$ cat src/rtl/sw_batch_sequencer.sv
// Smith-Waterman batch sequencer: queues scoring parameter sets, runs optional set-t then one start/drain per set.
// start_cal two cycles after i_go; pushes accepted only in IDLE with room, a wait longer than TIMEOUT aborts to ERR.
module sw_batch_sequencer #(
   parameter int PARAM_W  = 16,
   parameter int RESULT_W = 16,
   parameter int DEPTH    = 4,
   parameter int TIMEOUT  = 50000000,
   localparam int IDX_W   = (DEPTH > 1) ? $clog2(DEPTH) : 1,
   localparam int CNT_W   = $clog2(DEPTH + 1)
) (
   input  logic                clk,
   input  logic                rst_n,
   input  logic                i_param_valid,
   input  logic [PARAM_W-1:0]  i_param,
   output logic                o_param_ready,
   input  logic                i_go,
   input  logic                i_set_t_en,
   input  logic                i_clear,
   output logic                o_set_t,
   output logic                o_start_cal,
   output logic [PARAM_W-1:0]  o_param,
   input  logic                i_core_busy,
   input  logic                i_core_valid,
   input  logic [RESULT_W-1:0] i_core_result,
   output logic                o_res_valid,
   output logic [IDX_W-1:0]    o_res_idx,
   output logic [RESULT_W-1:0] o_result,
   output logic [RESULT_W-1:0] o_max_result,
   output logic                o_busy,
   output logic                o_done,
   output logic                o_timeout,
   output logic [CNT_W-1:0]    o_count
);

   localparam int WD_W = (TIMEOUT > 1) ? $clog2(TIMEOUT + 1) : 1;

   typedef enum logic [3:0] {
      S_IDLE, S_SET_T, S_GUARD_T, S_WAIT_T, S_LOAD,
      S_START, S_WAIT_V, S_WAIT_B, S_DONE, S_ERR
   } state_t;

   state_t              state_q, state_d;
   logic [PARAM_W-1:0]  mem_q [DEPTH];
   logic [IDX_W-1:0]    wr_ptr_q, wr_ptr_d, rd_ptr_q, rd_ptr_d;
   logic [IDX_W-1:0]    run_idx_q, run_idx_d, res_idx_q, res_idx_d;
   logic [CNT_W-1:0]    count_q, count_d;
   logic [PARAM_W-1:0]  param_q, param_d;
   logic [RESULT_W-1:0] result_q, result_d, max_q, max_d;
   logic                res_valid_q, res_valid_d, empty_done_q, empty_done_d;
   logic [WD_W-1:0]     wd_q, wd_d;
   logic                push, pop, flush, wd_expired, in_run, is_wait;

   function automatic logic [IDX_W-1:0] ptr_inc(input logic [IDX_W-1:0] p);
      return (p == IDX_W'(DEPTH - 1)) ? '0 : p + IDX_W'(1);
   endfunction

   assign o_param_ready = rst_n && (state_q == S_IDLE) && (count_q < CNT_W'(DEPTH));
   assign push          = i_param_valid && o_param_ready;
   assign wd_expired    = (wd_q == WD_W'(TIMEOUT - 1));
   assign in_run        = (state_q == S_LOAD) || (state_q == S_START) ||
                          (state_q == S_WAIT_V) || (state_q == S_WAIT_B);
   assign is_wait       = (state_d == S_WAIT_T) || (state_d == S_WAIT_V) || (state_d == S_WAIT_B);

   always_comb begin
      state_d      = state_q;
      run_idx_d    = run_idx_q;
      result_d     = result_q;
      res_idx_d    = res_idx_q;
      res_valid_d  = 1'b0;
      max_d        = max_q;
      empty_done_d = 1'b0;
      param_d      = param_q;
      pop          = 1'b0;
      flush        = 1'b0;
      case (state_q)
         S_IDLE: begin
            if (i_go) begin
               if (count_q != '0) begin
                  max_d     = '0;
                  run_idx_d = '0;
                  state_d   = i_set_t_en ? S_SET_T : S_LOAD;
               end else begin
                  empty_done_d = 1'b1;
               end
            end
         end
         S_SET_T:   state_d = S_GUARD_T;
         S_GUARD_T: state_d = S_WAIT_T;
         S_WAIT_T: begin
            if (!i_core_busy) begin
               state_d = S_LOAD;
            end else if (wd_expired) begin
               state_d = S_ERR;
               flush   = 1'b1;
            end
         end
         S_LOAD: begin
            param_d = mem_q[rd_ptr_q];
            state_d = S_START;
         end
         S_START: state_d = S_WAIT_V;
         S_WAIT_V: begin
            // A result that arrives together with busy low skips WAIT_B entirely.
            if (i_core_valid) begin
               result_d    = i_core_result;
               res_idx_d   = run_idx_q;
               res_valid_d = 1'b1;
               if (i_core_result > max_q) max_d = i_core_result;
               if (!i_core_busy) pop = 1'b1;
               else              state_d = S_WAIT_B;
            end else if (wd_expired) begin
               state_d = S_ERR;
               flush   = 1'b1;
            end
         end
         S_WAIT_B: begin
            if (!i_core_busy) begin
               pop = 1'b1;
            end else if (wd_expired) begin
               state_d = S_ERR;
               flush   = 1'b1;
            end
         end
         S_DONE: state_d = S_IDLE;
         S_ERR:  if (i_clear) state_d = S_IDLE;
         default: state_d = S_IDLE;
      endcase
      if (pop) begin
         run_idx_d = run_idx_q + IDX_W'(1);
         state_d   = (count_q == CNT_W'(1)) ? S_DONE : S_LOAD;
      end
   end

   always_comb begin
      count_d  = count_q;
      rd_ptr_d = rd_ptr_q;
      wr_ptr_d = wr_ptr_q;
      if (flush) begin
         count_d  = '0;
         rd_ptr_d = '0;
         wr_ptr_d = '0;
      end else begin
         if (push) begin
            count_d  = count_q + CNT_W'(1);
            wr_ptr_d = ptr_inc(wr_ptr_q);
         end
         if (pop) begin
            count_d  = count_q - CNT_W'(1);
            rd_ptr_d = ptr_inc(rd_ptr_q);
         end
      end
      wd_d = (is_wait && (state_d == state_q)) ? wd_q + WD_W'(1) : '0;
   end

   always_ff @(posedge clk) begin
      if (push) mem_q[wr_ptr_q] <= i_param;
   end

   always_ff @(posedge clk or negedge rst_n) begin
      if (!rst_n) begin
         state_q      <= S_IDLE;
         wr_ptr_q     <= '0;
         rd_ptr_q     <= '0;
         count_q      <= '0;
         run_idx_q    <= '0;
         res_idx_q    <= '0;
         result_q     <= '0;
         max_q        <= '0;
         res_valid_q  <= 1'b0;
         empty_done_q <= 1'b0;
         param_q      <= '0;
         wd_q         <= '0;
      end else begin
         state_q      <= state_d;
         wr_ptr_q     <= wr_ptr_d;
         rd_ptr_q     <= rd_ptr_d;
         count_q      <= count_d;
         run_idx_q    <= run_idx_d;
         res_idx_q    <= res_idx_d;
         result_q     <= result_d;
         max_q        <= max_d;
         res_valid_q  <= res_valid_d;
         empty_done_q <= empty_done_d;
         param_q      <= param_d;
         wd_q         <= wd_d;
      end
   end

   // During a run the head entry drives the core directly; elsewhere the last loaded set is held.
   assign o_param      = in_run ? mem_q[rd_ptr_q] : param_q;
   assign o_set_t      = (state_q == S_SET_T);
   assign o_start_cal  = (state_q == S_START);
   assign o_busy       = (state_q != S_IDLE);
   assign o_done       = (state_q == S_DONE) || empty_done_q;
   assign o_timeout    = (state_q == S_ERR);
   assign o_count      = count_q;
   assign o_res_valid  = res_valid_q;
   assign o_res_idx    = res_idx_q;
   assign o_result     = result_q;
   assign o_max_result = max_q;

endmodule

$ cat config.mk
export PLATFORM = sky130hd
export DESIGN_NAME = sw_batch_sequencer
export DESIGN_NICKNAME = d
export VERILOG_FILES = /design/src/rtl/sw_batch_sequencer.sv
export SDC_FILE = /design/constraint.sdc
export NUM_CORES = 1
export LEC_CHECK = 0
export CORE_MARGIN = 1
export CORE_UTILIZATION = 59
export CTS_CLUSTER_SIZE = 40
export DETAILED_ROUTE_END_ITERATION = 10
export GPL_ROUTABILITY_DRIVEN = 0
export PLACE_DENSITY = 0.86
export SKIP_LAST_GASP = 1
export SLEW_MARGIN = 20
export SYNTH_ARGS = -nofsm -noshare
export SYNTH_HDL_FRONTEND = slang
export SYNTH_SLANG_ARGS = --single-unit
$ cat constraint.sdc
create_clock -name clk -period 6.2 [get_ports clk]
set_clock_uncertainty 0.15 [all_clocks]
set_input_delay 1.24 -clock clk [delete_from_list [all_inputs] [get_ports clk]]
set_output_delay 1.24 -clock clk [all_outputs]
set_load 0.01 [all_outputs]
# Word-level counts from Yosys, hierarchy flattened
# Memory sizes are Yosys's and may differ from the RTL's.
# Cells that the tools add are included.
[classes]
n_lt_le_gt_ge = 2
mux = 46
n_eq_ne = 21
addsub = 6
reduce_logical = 24
[ops]
columns = ["cell", "count"]
rows = [
  ["16-bit two-way mux", 5],
  ["4-bit two-way mux", 10],
  ["4-bit case mux with 9 select lines", 1],
  ["16-bit case mux with 2 select lines", 1],
  ["26-bit by 1-bit adder with 26-bit output (second input constant)", 1],
  ["26-bit equality test (second input constant)", 1],
  ["26-bit two-way mux", 1],
  ["4-bit by 3-bit equality test with 1-bit output (second input constant)", 6],
  ["2-bit two-way mux", 10],
  ["16-bit greater-than comparator", 1],
  ["4-bit by 2-bit equality test with 1-bit output (second input constant)", 3],
  ["1-bit two-way mux", 12],
  ["3-bit two-way mux", 4],
  ["2-bit nonzero test", 6],
  ["4-bit equality test (second input constant)", 2],
  ["2-bit by 1-bit adder with 2-bit output (second input constant)", 3],
  ["1-bit logical OR", 6],
  ["3-bit nonzero test", 2],
  ["5-bit AND reduction", 1],
  ["2-bit equality test (second input constant)", 2],
  ["4-bit by 1-bit equality test with 1-bit output (second input constant)", 1],
  ["4-bit equality test", 1],
  ["1-bit logical AND", 4],
  ["4-bit logical NOT", 1],
  ["other kinds (11)", 14],
]
[totals]
regBits = 91
word_cells = 112
mem_bits_rw = 64
output_inout_bits = 60
n_memories = 1
[mem_list]
columns = ["name", "depth", "word_bits", "read_ports", "rd_clocked_by_memory_dff", "wr", "line_no", "source"]
rows = [
  ["mem_q", 4, 16, 1, 0, 1, "43", "logic [PARAM_W-1:0] mem_q [DEPTH];"],
]

# Depth between registers and ports, before layout
[logic_depth]
word_depth = 10
ltp_mapped = 9

# Worst setup path after synthesis
# No wires, ideal clock.
[synth_path]
path_kind = "input-to-reg"
start = "input port i_core_result[11]"
end = "register max_q[0] (netlist: o_max_result[0])"
setup_time_ns = 0.065
arrival_time_ns = 2.866
path_slack_ns = 3.119
path_stages = 8
cell_sequence = "ha_1 nand4_1 o21a_1 a211o_1 o211ai_1 nor3b_4 buf_6 a22o_1"
[synth_via]
elab_chain_len = 3
[synth_rtl]
columns = ["item", "line_no", "source"]
rows = [
  ["start: declaration", "24", "input logic [RESULT_W-1:0] i_core_result,"],
  ["16-bit greater-than comparator", "108", "if (i_core_result > max_q) max_d = i_core_result;"],
  ["2-bit by 1-bit inequality test with 1-bit output (no line)", "--", ""],
  ["5-bit AND reduction (no line)", "--", ""],
  ["end signal: assignment", "181", "max_q <= max_d;"],
  ["end: declaration", "48", "logic [RESULT_W-1:0] result_q, result_d, max_q, max_d;"],
]
# No other way between the ends.
# A chain may end at the register's enable or synchronous reset.

# Worst setup path in the final report
[layout_path]
start = "input port rst_n"
end = "output port o_param_ready"
[layout_via]
elab_chain_len = 2
[layout_rtl]
columns = ["item", "line_no", "source"]
rows = [
  ["start: declaration", "12", "input logic rst_n,"],
  ["1-bit logical AND (2 in series)", "57", "assign o_param_ready = rst_n && (state_q == S_IDLE) && (count_q < CNT_W'(DEPTH));"],
  ["end: declaration", "15", "output logic o_param_ready,"],
]
# No other way between the ends.

==> impl_metrics.tcl <==
set metrics [dict create \
    outcome "complete, but fails checks" \
    violations_in_the_final_reports "design-rule violations" \
    fin_max_slew_vios 0 \
    hold_buffers 0 \
    synth.net_count 635 \
    synthCells 569 \
    worst_skew_pair.late_latency_ps 430 \
    core.rowCount 39 \
    cp_max_fo 42 \
    synth.lib_cells_used.distinct 54 \
    synth-seq-cells 155 \
    dpl-instance-area_um2 8205 \
    utilization_pct 75.63 \
    critical_path.endpoint_type "output pin" \
    start_util_pct 61.54 \
    required_ps 4810 \
    power_leakage_uw 0.003530 \
    layout-drive-gt1-share_pct 13.78 \
    cts.repair_timing.setup_buffer_count 0 \
    globalRouteOverflowTotal 0 \
    pin_count 100 \
    fraction_of_the_yosys_area_taken_by_sequential_cells_pct 58.75 \
    tritoncts "built" \
    muxShareOfSynthArea_pct 10.38 \
    dp_slack_ps 2045 \
    antenna_found_initial 0 \
    post_cts.resized_instances 0 \
    ctsHtreeMaxLevel 4 \
    wirelength_per_cell_um 18.72 \
    gr-usage-all-layers_pct 26.76 \
    worst-slew-pin-transition_ps 891.2 \
    slew_headroom_pct 40.58 \
    vias_in_the_first_global_route 5034 \
    tritoncts_num_sinks 155 \
    setup_viol 0 \
    critical_path_start_type "input pin" \
    drt-vias-per-instance 5.863 \
    min_period_ps 4127 \
    final_nets 735 \
    yosysWarningCount 0 \
    busiest_layer "met2" \
    worstSetupPathType "in -> out" \
    core_region_area_um2 11610 \
    vdd_drop_max_v 0.0003553 \
    cts_root_buf "clkbuf_16" \
    rsz0062_at_grt "false" \
    synth_simple_gate_area_share_pct 13.73 \
    drt-total-wl_um 15450 \
    syn-mean-instance-area_um2 12.56 \
    stdcell_area_um2 8783 \
    die_w_um 112.1 \
    maxCapViolations 0 \
    die-area_um2 12560 \
    synth_xor_xnor_area_share_pct 3.186 \
    worst_ep_arrival_time_ps 2740 \
    gr-usage-met1_pct 32.20 \
    cts_buffers 17 \
    synth_compound_area_share_pct 5.987 \
    grt_pass1_wl_um 25460 \
    synth-main-ff-cell "dfrtp_1" \
    first_iter_violations 322 \
    hp-class "reg -> reg" \
    synthAdderAreaFrac_pct 4.552 \
    ctsLongestPathBuffers 2 \
    share_of_synthesized_registers_carrying_an_async_set_or_reset_pct 58.71 \
    dr_total_vias 4837 \
    drtPass1Iterations 8 \
    finalHoldViolCount 0 \
    worst_slack_ps 2073 \
    grtUsageMet3_pct 6.156 \
    die_h_um 112.1 \
    areaGrowthSynthToFinish_pct 22.90 \
    ant_nets 0 \
    synth-edff-count 64 \
    syn_area_um2 7147 \
    fmax_mhz 242.3 \
    pin_count_of_the_biggest_net_entering_global_routing 52 \
    detailed_place_hpwl_um 10270 \
    grtUsageMet2_pct 47.04 \
    antennaDiodeCount 0 \
    detail_route.drc_violations 8 \
    power_per_cell_area_nw_per_um2 441.0 \
    port_buffers 99 \
    final.period_utilization_pct 66.56 \
    main_combinational_cell_family_by_area_after_synthesis "simple AND/OR/NAND/NOR gates" \
    setup_total_negative_slack_ps 0 \
    clk_pin_slew_ps 60 \
]
[cell families after synthesis]
group | Yosys count
DFF | 155
adders and majority gates | 26
buffers and inverters | 50
and+or+nand+nor | 200
xor gates and xnor gates | 26
muxes | 50
AOI/OAI and AO/OA | 62
[layer usage]
metal,share of wire [%],up-vias
met4,1.8,0
li1,-,2247
met1,39,2401
met2,53,162
met5,0,-
met3,5.6,27
[worst max-delay path, cell delays in order]
cell and delay, ps:
buf_4 440, nor3b_2 430, clkdlybuf4s50_1 610
[path summary, 6_finish.rpt]
check	slack (ps)	startpoint	depth (start not counted)	end
min reg2reg	340	o_result[0]	2	o_result[0]
max	2070	rst_n	3	o_param_ready
min in group asynchronous	650	rst_n	1	param_q[7]
max in group asynchronous	4170	rst_n	2	rd_ptr_q[0]
max reg2reg	3420	state_q[0]	4	mem_q[0][15]
min	340	o_result[0]	2	o_result[0]
[area by class of cell]
type	count	area (um2)
Timing Repair Buffer	103	1018
Multi-Input combinational cell	364	2704
Tap cell	143	178.9
Fill cell	704	2830
Clock inverter	11	106.4
Inverter	28	105.1
Clock buffer	21	470.5
Sequential cell	155	4200
[power breakdown]
part / switching [uW] / internal (uW)
clock: 413 / 588
sequential: 215 / 1270
combinational: 643 / 748
[cells in the mapped netlist (all sizes together) (2+ instances only)]
library cell	count	area share, %
dfrtp	91	32
nand4	11	0.96
o211ai	3	0.32
o21ai	7	0.49
and4	2	0.25
nor2	52	2.7
o22ai	3	0.26
nand2b	8	0.70
clkbuf	8	0.42
mux4	16	5.0
xor2	16	2.0
edfxtp	64	27
xnor2	10	1.2
a211oi	2	0.21
a21o	2	0.21
nand3	10	0.70
a21oi	15	1.1
o31ai	2	0.21
nand2	79	4.1
nor4	6	1.0
buf	14	1.5
a22oi	2	0.21
nand3b	2	0.21
nor3b	2	0.44
nor3	8	0.63
and3	10	0.88
a211o	2	0.25
nor2b	3	0.26
mux2	33	5.2
a31oi	4	0.35
inv	28	1.5
a22o	16	2.0
ha	26	4.6
[cell usage in the layout, fill, tap and decap left out, types with 17 or more instances in the layout]
master and count:
clkbuf_16 17, clkdlybuf4s50_1 98, edfxtp_1 64, nor2_1 52, ha_1 26, inv_1 26
nand2_1 79, dfrtp_1 90, mux2_2 33
[flip-flops by register name, summed over array words and instances, names as in the netlist]
signal and flops:
state_q 4, empty_done_q 1, o_result 16, rd_ptr_q 2
wr_ptr_q 2, o_res_idx 2, o_max_result 16, mem_q 64
wd_q 26, o_res_valid 1, param_q 16, run_idx_q 2
o_count 3
[per-stage QoR]
| step | std cells | total power, uW | hold slack, ps |
|---|---|---|---|
| 2_1_floorplan | 569 | 2275 | 293.0 |
| 3_3_place_gp | 793 | 2791 | 310.1 |
| 3_5_place_dp | 793 | 2862 | 327.6 |
| 4_1_cts | 825 | 3890 | 340.3 |
| 5_1_grt | 825 | 4069 | 356.2 |
| 6_report | 825 | 3873 | 344.6 |
Power figures use the tool's default switching activity.
